**src/rtl/hazard_ctrl.sv**
```systemverilog
// rtl/hazard_ctrl.sv - pipeline hazard, forwarding and halt-drain controller
// Steers the IF/ID and ID/EX buffer registers and the PC, selects EX operand sources.
module hazard_ctrl #(
  parameter int CNT_W = 16
) (
  input  logic             clk,
  input  logic             reset,
  input  logic [4:0]       ifid_rs1,
  input  logic [4:0]       ifid_rs2,
  input  logic [4:0]       idex_rs1,
  input  logic [4:0]       idex_rs2,
  input  logic [4:0]       idex_rd,
  input  logic             idex_memread,
  input  logic             idex_halt,
  input  logic [4:0]       exmem_rd,
  input  logic             exmem_regwrite,
  input  logic [4:0]       memwb_rd,
  input  logic             memwb_regwrite,
  input  logic             memwb_halt,
  input  logic             branch_taken,
  output logic             pc_write,
  output logic             ifid_write,
  output logic             ifid_flush,
  output logic             idex_flush,
  output logic [1:0]       fwd_a,
  output logic [1:0]       fwd_b,
  output logic             halted,
  output logic [CNT_W-1:0] stall_cnt,
  output logic [CNT_W-1:0] flush_cnt
);

  typedef enum logic [1:0] {
    RUN    = 2'b00,
    DRAIN  = 2'b01,
    HALTED = 2'b10
  } state_t;

  localparam logic [1:0] FWD_RF    = 2'b00;
  localparam logic [1:0] FWD_MEMWB = 2'b01;
  localparam logic [1:0] FWD_EXMEM = 2'b10;

  localparam logic [CNT_W-1:0] CNT_ONE = {{(CNT_W-1){1'b0}}, 1'b1};
  localparam logic [CNT_W-1:0] CNT_MAX = {CNT_W{1'b1}};

  state_t state;
  state_t state_nxt;

  logic lu;
  logic stall_inc;
  logic flush_inc;

  // The younger producer (EX/MEM) is checked first so it wins over MEM/WB.
  function automatic logic [1:0] fwd_sel(
    input logic [4:0] rs,
    input logic [4:0] ex_rd,
    input logic       ex_wr,
    input logic [4:0] wb_rd,
    input logic       wb_wr
  );
    if (ex_wr && (ex_rd != 5'd0) && (ex_rd == rs)) begin
      return FWD_EXMEM;
    end else if (wb_wr && (wb_rd != 5'd0) && (wb_rd == rs)) begin
      return FWD_MEMWB;
    end else begin
      return FWD_RF;
    end
  endfunction

  assign lu = idex_memread && (idex_rd != 5'd0) &&
              ((idex_rd == ifid_rs1) || (idex_rd == ifid_rs2));

  always_comb begin
    if (reset) begin
      fwd_a = FWD_RF;
      fwd_b = FWD_RF;
    end else begin
      fwd_a = fwd_sel(idex_rs1, exmem_rd, exmem_regwrite, memwb_rd, memwb_regwrite);
      fwd_b = fwd_sel(idex_rs2, exmem_rd, exmem_regwrite, memwb_rd, memwb_regwrite);
    end
  end

  always_comb begin
    state_nxt  = state;
    pc_write   = 1'b1;
    ifid_write = 1'b1;
    ifid_flush = 1'b0;
    idex_flush = 1'b0;
    stall_inc  = 1'b0;
    flush_inc  = 1'b0;
    if (!reset) begin
      case (state)
        RUN: begin
          if (idex_halt) begin
            pc_write   = 1'b0;
            ifid_write = 1'b0;
            ifid_flush = 1'b1;
            idex_flush = 1'b1;
            state_nxt  = DRAIN;
          end else if (branch_taken) begin
            // The ID instruction is wrong-path, so a load-use match is moot.
            ifid_flush = 1'b1;
            idex_flush = 1'b1;
            flush_inc  = 1'b1;
          end else if (lu) begin
            pc_write   = 1'b0;
            ifid_write = 1'b0;
            idex_flush = 1'b1;
            stall_inc  = 1'b1;
          end
        end
        DRAIN: begin
          pc_write   = 1'b0;
          ifid_write = 1'b0;
          ifid_flush = 1'b1;
          idex_flush = 1'b1;
          if (memwb_halt) begin
            state_nxt = HALTED;
          end
        end
        HALTED: begin
          pc_write   = 1'b0;
          ifid_write = 1'b0;
          ifid_flush = 1'b1;
          idex_flush = 1'b1;
        end
        default: begin
          state_nxt = RUN;
        end
      endcase
    end
  end

  always_ff @(posedge clk) begin
    if (reset) begin
      state     <= RUN;
      halted    <= 1'b0;
      stall_cnt <= '0;
      flush_cnt <= '0;
    end else begin
      state  <= state_nxt;
      halted <= (state_nxt == HALTED);
      if (stall_inc && (stall_cnt != CNT_MAX)) begin
        stall_cnt <= stall_cnt + CNT_ONE;
      end
      if (flush_inc && (flush_cnt != CNT_MAX)) begin
        flush_cnt <= flush_cnt + CNT_ONE;
      end
    end
  end

endmodule
```
**config.mk**
```make
export PLATFORM = sky130hd
export DESIGN_NAME = hazard_ctrl
export DESIGN_NICKNAME = d
export VERILOG_FILES = /design/src/rtl/hazard_ctrl.sv
export SDC_FILE = /design/constraint.sdc
export NUM_CORES = 1
export LEC_CHECK = 0
export ABC_CLOCK_PERIOD_IN_PS = 2000
export BUFFER_PORTS_ARGS = -buffer_cell sky130_fd_sc_hd__buf_2
export CAP_MARGIN = 20
export CELL_PAD_IN_SITES_DETAIL_PLACEMENT = 0
export CELL_PAD_IN_SITES_GLOBAL_PLACEMENT = 1
export CORE_MARGIN = 3
export CORE_UTILIZATION = 32
export DETAILED_ROUTE_END_ITERATION = 16
export PLACE_DENSITY_LB_ADDON = 0.1
export SLEW_MARGIN = 20
export SYNTH_ARGS = -nofsm -noshare
export SYNTH_HDL_FRONTEND = slang
export SYNTH_SLANG_ARGS = --single-unit
```
**constraint.sdc**
```tcl
create_clock -name clk -period 2 [get_ports clk]
set_input_delay 0.4 -clock clk [delete_from_list [all_inputs] [get_ports clk]]
set_output_delay 0.4 -clock clk [all_outputs]
set_load 0.005 [all_outputs]
```
==> flow_results.xml, run 1 <==
<?xml version="1.0" encoding="UTF-8"?>
<metrics>
  <group name="status">
    <metric name="outcome" unit="">complete, but fails checks</metric>
    <metric name="violated_checks" unit="">negative setup slack</metric>
  </group>
  <group name="power_and_ir_drop">
    <metric name="internal-power" unit="mW">1.37</metric>
    <metric name="pwr_density_cell" unit="mW/mm²">545</metric>
    <metric name="sequentialPowerShare" unit="%">39.3</metric>
    <metric name="netSwitchingFraction" unit="%">25.4</metric>
    <metric name="vdd_drop_max" unit="mV">0.275</metric>
    <metric name="net-switching-power" unit="µW">467</metric>
    <metric name="cellLeakagePower" unit="nW">1.47</metric>
    <metric name="p_comb_share" unit="%">24.7</metric>
    <metric name="clock_network_fraction_of_design_power" unit="%">36.1</metric>
  </group>
  <group name="timing">
    <metric name="final_critical_path_setup_slack" unit="ns">-0.107</metric>
    <metric name="rsz0062_at_grt" unit="">true</metric>
    <metric name="report.final.slew_viol_count" unit="">0</metric>
    <metric name="max_slew.worst_pin.slew" unit="ns">0.381</metric>
    <metric name="finalHoldViolCount" unit="">0</metric>
    <metric name="slew_hr" unit="%">74.5</metric>
    <metric name="clock.fmax" unit="MHz">475</metric>
    <metric name="fin_crit_sh" unit="%">105</metric>
    <metric name="setup_viol_count_final" unit="">2</metric>
    <metric name="final_period_minus_worst_setup_slack" unit="ns">2.11</metric>
    <metric name="skew" unit="ns">0.00700</metric>
  </group>
  <group name="placement">
    <metric name="gp_congestion" unit="">0.768</metric>
    <metric name="dp_hpwl" unit="mm">4.59</metric>
    <metric name="post-place-ws" unit="ns">-0.301</metric>
    <metric name="post_dp_cell_area" unit="mm²">0.00298</metric>
    <metric name="placed_cells" unit="">456</metric>
    <metric name="port-buffer-count" unit="">83</metric>
  </group>
  <group name="routing">
    <metric name="vias" unit="">2357</metric>
    <metric name="final_routed_wire_length_divided_by_cell_count" unit="µm">13.0</metric>
    <metric name="drt-vias-per-instance" unit="">5.01</metric>
    <metric name="drt_drc_violations_left" unit="">0</metric>
    <metric name="drt_pre_antenna_iters" unit="">4</metric>
    <metric name="routed_wl" unit="mm">6.13</metric>
    <metric name="final_antenna_net_count" unit="">0</metric>
    <metric name="dr_iter_0_viols" unit="">35</metric>
  </group>
  <group name="flow_run">
    <metric name="max_cap_viol_count" unit="">0</metric>
  </group>
  <group name="synth">
    <metric name="synth.cells.most_frequent" unit="">35 x dfxtp_1, 31 x nor2_1, 22 x xnor2_1, 19 x xor2_1, 15 x nand3_1</metric>
    <metric name="ff_latch_count_synth" unit="">35</metric>
    <metric name="synth_top_cells_by_area" unit="">dfxtp_1 31%, xnor2_1 8.6%, xor2_1 7.5%, nor2_1 5.2%, ha_1 3.4%</metric>
    <metric name="yosysTopAreaCell" unit="">dfxtp_1</metric>
    <metric name="synth.top_cell.area_share" unit="%">31.4</metric>
    <metric name="syn_area_per_cell" unit="µm²">8.45</metric>
    <metric name="synth.most_common_cell" unit="">dfxtp_1</metric>
    <metric name="synth-edff-count" unit="">0</metric>
    <metric name="part_of_the_yosys_area_used_for_sequential_elements" unit="%">31.4</metric>
    <metric name="syn-instance-count" unit="">264</metric>
    <metric name="syn-cell-area" unit="mm²">0.00223</metric>
    <metric name="synth.net_count" unit="">313</metric>
    <metric name="synthFlopType" unit="">dfxtp_1</metric>
    <metric name="unique_masters_post_synth" unit="">41</metric>
    <metric name="synth.yosys.warnings" unit="">0</metric>
    <metric name="synth-async-reset-ratio" unit="%">0</metric>
  </group>
  <group name="global_routing">
    <metric name="grt_pass1_wl" unit="mm">9.58</metric>
    <metric name="grt_start_max_net_pins" unit="">27</metric>
    <metric name="vias_in_the_first_global_route" unit="">2174</metric>
    <metric name="gr-total-overflow" unit="">0</metric>
    <metric name="grt_util_all_layers" unit="%">14.9</metric>
    <metric name="antenna_found_initial" unit="">0</metric>
  </group>
  <group name="floorplanning">
    <metric name="fp-row-count" unit="">29</metric>
    <metric name="initial_utilization" unit="%">34.1</metric>
    <metric name="chipWidth" unit="µm">89.5</metric>
    <metric name="core_region_area" unit="mm²">0.00653</metric>
    <metric name="chipHeight" unit="µm">89.5</metric>
    <metric name="design.die.area" unit="mm²">0.00800</metric>
    <metric name="top_level_ports" unit="">84</metric>
  </group>
  <group name="finish">
    <metric name="post_route_cells_drive_above_1_share" unit="%">44.0</metric>
    <metric name="finalNetCount" unit="">441</metric>
    <metric name="design_area" unit="mm²">0.00337</metric>
    <metric name="area_delta_synth_final" unit="%">51.1</metric>
    <metric name="post_layout_nonfiller_instances" unit="">470</metric>
    <metric name="final.fill_count" unit="">652</metric>
    <metric name="utilization" unit="%">51.6</metric>
    <metric name="sequential_cell_area" unit="µm²">703</metric>
    <metric name="n_antenna_cell" unit="">0</metric>
    <metric name="multi_input_comb_area" unit="mm²">0.00159</metric>
  </group>
  <group name="critical_path">
    <metric name="critical_path_fanout_max" unit="">2</metric>
    <metric name="crit_path_start_kind" unit="">primary input</metric>
    <metric name="critical_path.endpoint_type" unit="">primary output</metric>
    <metric name="crit_arrival" unit="ns">1.71</metric>
    <metric name="setup.worst_path.class" unit="">primary input to primary output</metric>
    <metric name="cp_data_required_time" unit="ns">1.60</metric>
  </group>
  <group name="clocking">
    <metric name="ctsRootBufferMaster" unit="">clkbuf_8</metric>
    <metric name="depth_of_the_cts_h_tree" unit="">2</metric>
    <metric name="worst_skew_pair.late_latency" unit="ns">0.29</metric>
    <metric name="cts_hold_buffers" unit="">0</metric>
    <metric name="ctsLongestPathBuffers" unit="">2</metric>
    <metric name="clock-sinks" unit="">35</metric>
    <metric name="tritoncts_clock_tree" unit="">yes</metric>
    <metric name="tritoncts.num_buffers" unit="">5</metric>
    <metric name="clk_pin_slew" unit="ns">0.07</metric>
  </group>
  <group name="hold_path">
    <metric name="kind_of_path_behind_the_tightest_hold_check" unit="">flip-flop to flip-flop</metric>
  </group>
</metrics>
-- sequential cells by signal, indices dropped and copies added (netlist names) --
register / flops
flush_cnt: 16
state: 2
halted: 1
stall_cnt: 16
-- worst paths after layout --
kind | from | cells past startpoint | slack (ns) | endpoint
max | memwb_rd[3] | 6 | -0.11 | fwd_a[0]
min | stall_cnt[15] | 2 | 0.51 | stall_cnt[15]
max reg2reg | state[1] | 8 | 0.08 | stall_cnt[9]
min reg2reg | stall_cnt[15] | 2 | 0.51 | stall_cnt[15]
-- layout make-up --
class	count	share of cell area, %
Multi-Input combinational cell	214	47.2
Clock buffer	6	2.45
Clock inverter	2	1.04
Sequential cell	35	20.9
Tap cell	77	2.86
Inverter	9	1.00
Timing Repair Buffer	127	24.6
-- placed cells by master (no fill, tap or decap), types with 8 or more instances in the layout --
master	count
a21oi_1	11
buf_2	73
buf_4	40
buf_6	13
dfxtp_1	33
nand2_1	12
nand3_1	14
nand4_1	10
nor2_1	30
or4_1	8
xnor2_1	15
xor2_1	19
-- cell families (layout without fill, tap and decap cells) --
group           count (synthesis)  count (layout)  share of synthesized area [%]
compound gates                 44              44                           13.4
xor+xnor                       41              41                           16.1
fa+ha+maj                       6               6                           3.37
buf+inv                        16             144                           4.04
flops                          35              35                           31.4
mux                             6               6                           2.86
simple gates                  116             117                           28.8
-- critical path, cell delays in order --
cell and delay [ns]:
buf_6 0.09, buf_6 0.10, xor2_1 0.13, or4_1 0.52, nor4_1 0.30, buf_2 0.16
-- power groups by stage --
stage                     combinational, mW  clock (mW)  sequential, mW
final                                 0.453       0.662           0.721
after CTS                             0.420       0.695           0.721
after global routing                  0.498       0.714           0.722
after detailed placement              0.383           0           0.733
after floorplan                       0.204           0           0.738
after global placement                0.381           0           0.734
-- stage by stage --
stage          power, mW  setup TNS (ns)  hold WS [ns]
2_1_floorplan      0.942               0         0.486
3_3_place_gp        1.12           -1.18         0.503
3_5_place_dp        1.12           -1.37         0.498
4_1_cts             1.84          -0.198         0.499
5_1_grt             1.93          -0.409         0.520
6_report            1.84          -0.163         0.511
-- what timing repair did --
item,CTS,global route
pin swaps,14,7
resized for setup,28,24
buffers inserted,1,3
gates cloned,0,2
endpoints found under the setup margin,8,15
-- routing by layer --
metal | global-route usage (%) | wire length (µm)
met4 | 4.60 | 78
met1 | 20.1 | 2970
met2 | 23.6 | 2740
met3 | 3.59 | 339
met5 | 0 | 0
No activity file was read; power rests on OpenSTA's default activity.
==> run 2: changes to the inputs <==
REMOVE_ABC_BUFFERS = 1   (was not set)
==> run 2 against run 1 <==
The flow still finishes with violations (negative setup slack). Non-clock buffer count up 10. Utilization is 0.71 points higher. Flip-flop and latch count is the same. Clock skew rose by 0.0024 ns. Final cell count rose by 2.1%. Sequential share of layout area shrank 0.32 points. Fmax is 0.30% lower. Critical endpoint is now idex_flush. Largest cell class unchanged.
==> flow_results.xml, run 2 (synthesis results as in run 1) <==
<?xml version="1.0" encoding="UTF-8"?>
<metrics>
  <group name="finish">
    <metric name="post_route_cells_drive_above_1_share" unit="%">44.9</metric>
    <metric name="utilization" unit="%">52.3</metric>
    <metric name="n_antenna_cell" unit="">0</metric>
    <metric name="biggestRegsByFlops" unit="">flush_cnt (16), stall_cnt (16), state (2)</metric>
    <metric name="final_cell_mix" unit="">75 x buf_2, 50 x buf_4, 34 x dfxtp_1, 31 x nor2_1, 19 x xor2_1</metric>
    <metric name="design_area" unit="mm²">0.00341</metric>
    <metric name="mostFrequentLayoutCell" unit="">buf_2</metric>
    <metric name="finalNetCount" unit="">451</metric>
    <metric name="area_delta_synth_final" unit="%">53.1</metric>
    <metric name="final.fill_count" unit="">659</metric>
  </group>
  <group name="global_routing">
    <metric name="vias_in_the_first_global_route" unit="">2220</metric>
    <metric name="grt_util_all_layers" unit="%">15.6</metric>
    <metric name="gr-total-overflow" unit="">0</metric>
    <metric name="antenna_found_initial" unit="">0</metric>
    <metric name="grt_start_max_net_pins" unit="">20</metric>
    <metric name="grt_pass1_wl" unit="mm">9.88</metric>
  </group>
  <group name="placement">
    <metric name="port-buffer-count" unit="">83</metric>
    <metric name="dp_hpwl" unit="mm">4.84</metric>
    <metric name="post_dp_cell_area" unit="mm²">0.00306</metric>
    <metric name="gp_congestion" unit="">0.800</metric>
  </group>
  <group name="critical_path">
    <metric name="critical_path.n_buffers_inverters" unit="">3</metric>
    <metric name="cp_data_required_time" unit="ns">1.60</metric>
    <metric name="crit_chain" unit="">buf_8, or4_4, o21ai_4, nor2b_4, buf_4, a31o_2, buf_6</metric>
    <metric name="worst_path_dominant_cell_family" unit="">simple AND/OR/NAND/NOR gates</metric>
    <metric name="r2r_cells" unit="">8</metric>
    <metric name="cp_slowest_stage_delay" unit="ns">0.54</metric>
    <metric name="crit_path_start_kind" unit="">primary input</metric>
    <metric name="critical_path.endpoint_type" unit="">primary output</metric>
    <metric name="setup.worst_path.class" unit="">primary input to primary output</metric>
    <metric name="critPathSlowestCell" unit="">or4_4</metric>
    <metric name="number_of_gates_on_the_worst_path_with_buffers_counted" unit="">7</metric>
    <metric name="critical_path_fanout_max" unit="">3</metric>
    <metric name="crit_arrival" unit="ns">1.71</metric>
  </group>
  <group name="floorplanning">
    <metric name="chipHeight" unit="µm">89.5</metric>
    <metric name="fp-row-count" unit="">29</metric>
    <metric name="chipWidth" unit="µm">89.5</metric>
    <metric name="design.die.area" unit="mm²">0.00800</metric>
    <metric name="top_level_ports" unit="">84</metric>
    <metric name="initial_utilization" unit="%">34.1</metric>
    <metric name="core_region_area" unit="mm²">0.00653</metric>
  </group>
  <group name="clocking">
    <metric name="tritoncts_clock_tree" unit="">yes</metric>
    <metric name="ctsRootBufferMaster" unit="">clkbuf_8</metric>
    <metric name="tritoncts.num_buffers" unit="">5</metric>
    <metric name="clock-sinks" unit="">35</metric>
    <metric name="cts_hold_buffers" unit="">0</metric>
    <metric name="ctsLongestPathBuffers" unit="">2</metric>
    <metric name="clk_pin_slew" unit="ns">0.07</metric>
    <metric name="worst_skew_pair.late_latency" unit="ns">0.29</metric>
    <metric name="depth_of_the_cts_h_tree" unit="">2</metric>
  </group>
  <group name="routing">
    <metric name="dr_iter_0_viols" unit="">69</metric>
    <metric name="drt_pre_antenna_iters" unit="">4</metric>
    <metric name="final_routed_wire_length_divided_by_cell_count" unit="µm">13.1</metric>
    <metric name="drt-vias-per-instance" unit="">4.86</metric>
    <metric name="final_antenna_net_count" unit="">0</metric>
    <metric name="vias" unit="">2332</metric>
    <metric name="drt_drc_violations_left" unit="">0</metric>
    <metric name="routed_wl" unit="mm">6.31</metric>
  </group>
  <group name="power_and_ir_drop">
    <metric name="pwr_density_cell" unit="mW/mm²">494</metric>
    <metric name="cellLeakagePower" unit="nW">1.52</metric>
    <metric name="total_power" unit="mW">1.69</metric>
    <metric name="vdd_drop_max" unit="mV">0.389</metric>
  </group>
  <group name="timing">
    <metric name="finalHoldWorstSlack" unit="ns">0.518</metric>
    <metric name="final_period_minus_worst_setup_slack" unit="ns">2.11</metric>
    <metric name="skew" unit="ns">0.00936</metric>
    <metric name="finalHoldViolCount" unit="">0</metric>
    <metric name="final_critical_path_setup_slack" unit="ns">-0.113</metric>
    <metric name="max_slew.worst_pin.slew" unit="ns">0.418</metric>
    <metric name="clock.fmax" unit="MHz">473</metric>
    <metric name="setup_viol_count_final" unit="">5</metric>
    <metric name="rsz0062_at_grt" unit="">true</metric>
    <metric name="slew_hr" unit="%">71.8</metric>
    <metric name="fin_crit_sh" unit="%">106</metric>
    <metric name="report.final.slew_viol_count" unit="">0</metric>
  </group>
  <group name="status">
    <metric name="outcome" unit="">complete, but fails checks</metric>
    <metric name="violated_checks" unit="">negative setup slack</metric>
  </group>
  <group name="hold_path">
    <metric name="kind_of_path_behind_the_tightest_hold_check" unit="">flip-flop to flip-flop</metric>
    <metric name="worstHoldPathCells" unit="">2</metric>
  </group>
  <group name="flow_run">
    <metric name="max_cap_viol_count" unit="">0</metric>
  </group>
</metrics>
run 2: changes by cell type in the layout (fill, tap and decap cells not counted), moves of 2 or more:
cell      previous run  this run
nor4_4               0         2
clkbuf_1             0         2
buf_4               40        50
nand2_1             12        10
buf_6               13        11
xnor2_2              7         4
or4_1                8         4
buf_2               73        75
or4_4                2         6
xnor2_1             15        18
run 2: layout make-up:
type                            count  area, µm²  share of cell area [%]
Timing Repair Buffer              137        890                    26.1
Inverter                            9       33.8                   0.989
Clock inverter                      1       5.00                   0.147
Sequential cell                    35        702                    20.6
Clock buffer                        7       76.3                    2.24
Multi-Input combinational cell    214       1610                    47.2
Tap cell                           77       96.3                    2.82
run 2: what timing repair did:
| item | 4_1_cts | 5_1_grt |
|---|---|---|
| resized for setup | 14 | 37 |
| gates cloned | 0 | 1 |
| pin swaps | 9 | 15 |
| setup endpoints to repair | 8 | 16 |
| setup buffers | 2 | 2 |
run 2: through the flow:
step,worst slack (ns),std cells,setup TNS [ns]
2_1_floorplan,-0.167,257,-0.383
3_3_place_gp,-0.220,467,-1.99
3_5_place_dp,-0.249,467,-2.27
4_1_cts,-0.139,477,-0.640
5_1_grt,-0.177,480,-0.921
6_report,-0.113,480,-0.394
run 2: path summary, 6_finish.rpt:
| check | from | to | slack (ns) |
|---|---|---|---|
| worst max-delay path | idex_rd[1] | idex_flush | -0.11 |
| worst min-delay path | stall_cnt[15] | stall_cnt[15] | 0.52 |
| worst max register to register | state[1] | stall_cnt[5] | 0.04 |
| worst min register to register | stall_cnt[15] | stall_cnt[15] | 0.52 |
run 2: tightest hold or removal path, stage by stage (launching register included):
cell and delay (ns):
dfxtp_1 0.34, o31ai_1 0.07, a21oi_1 0.06
run 2: where the power goes:
part | total, mW | switching, mW | internal (mW)
Sequential | 0.718 | 0.00700 | 0.711
Combinational | 0.476 | 0.211 | 0.265
Clock | 0.493 | 0.249 | 0.244
Total | 1.69 | 0.466 | 1.22
run 2: routing by layer:
metal	GRT usage [%]	vias to the layer above	wire, µm
met5	0	-	0
met4	4.74	0	35
met3	3.78	5	286
met2	25.1	48	3000
met1	20.6	1047	2990
li1	-	1232	-
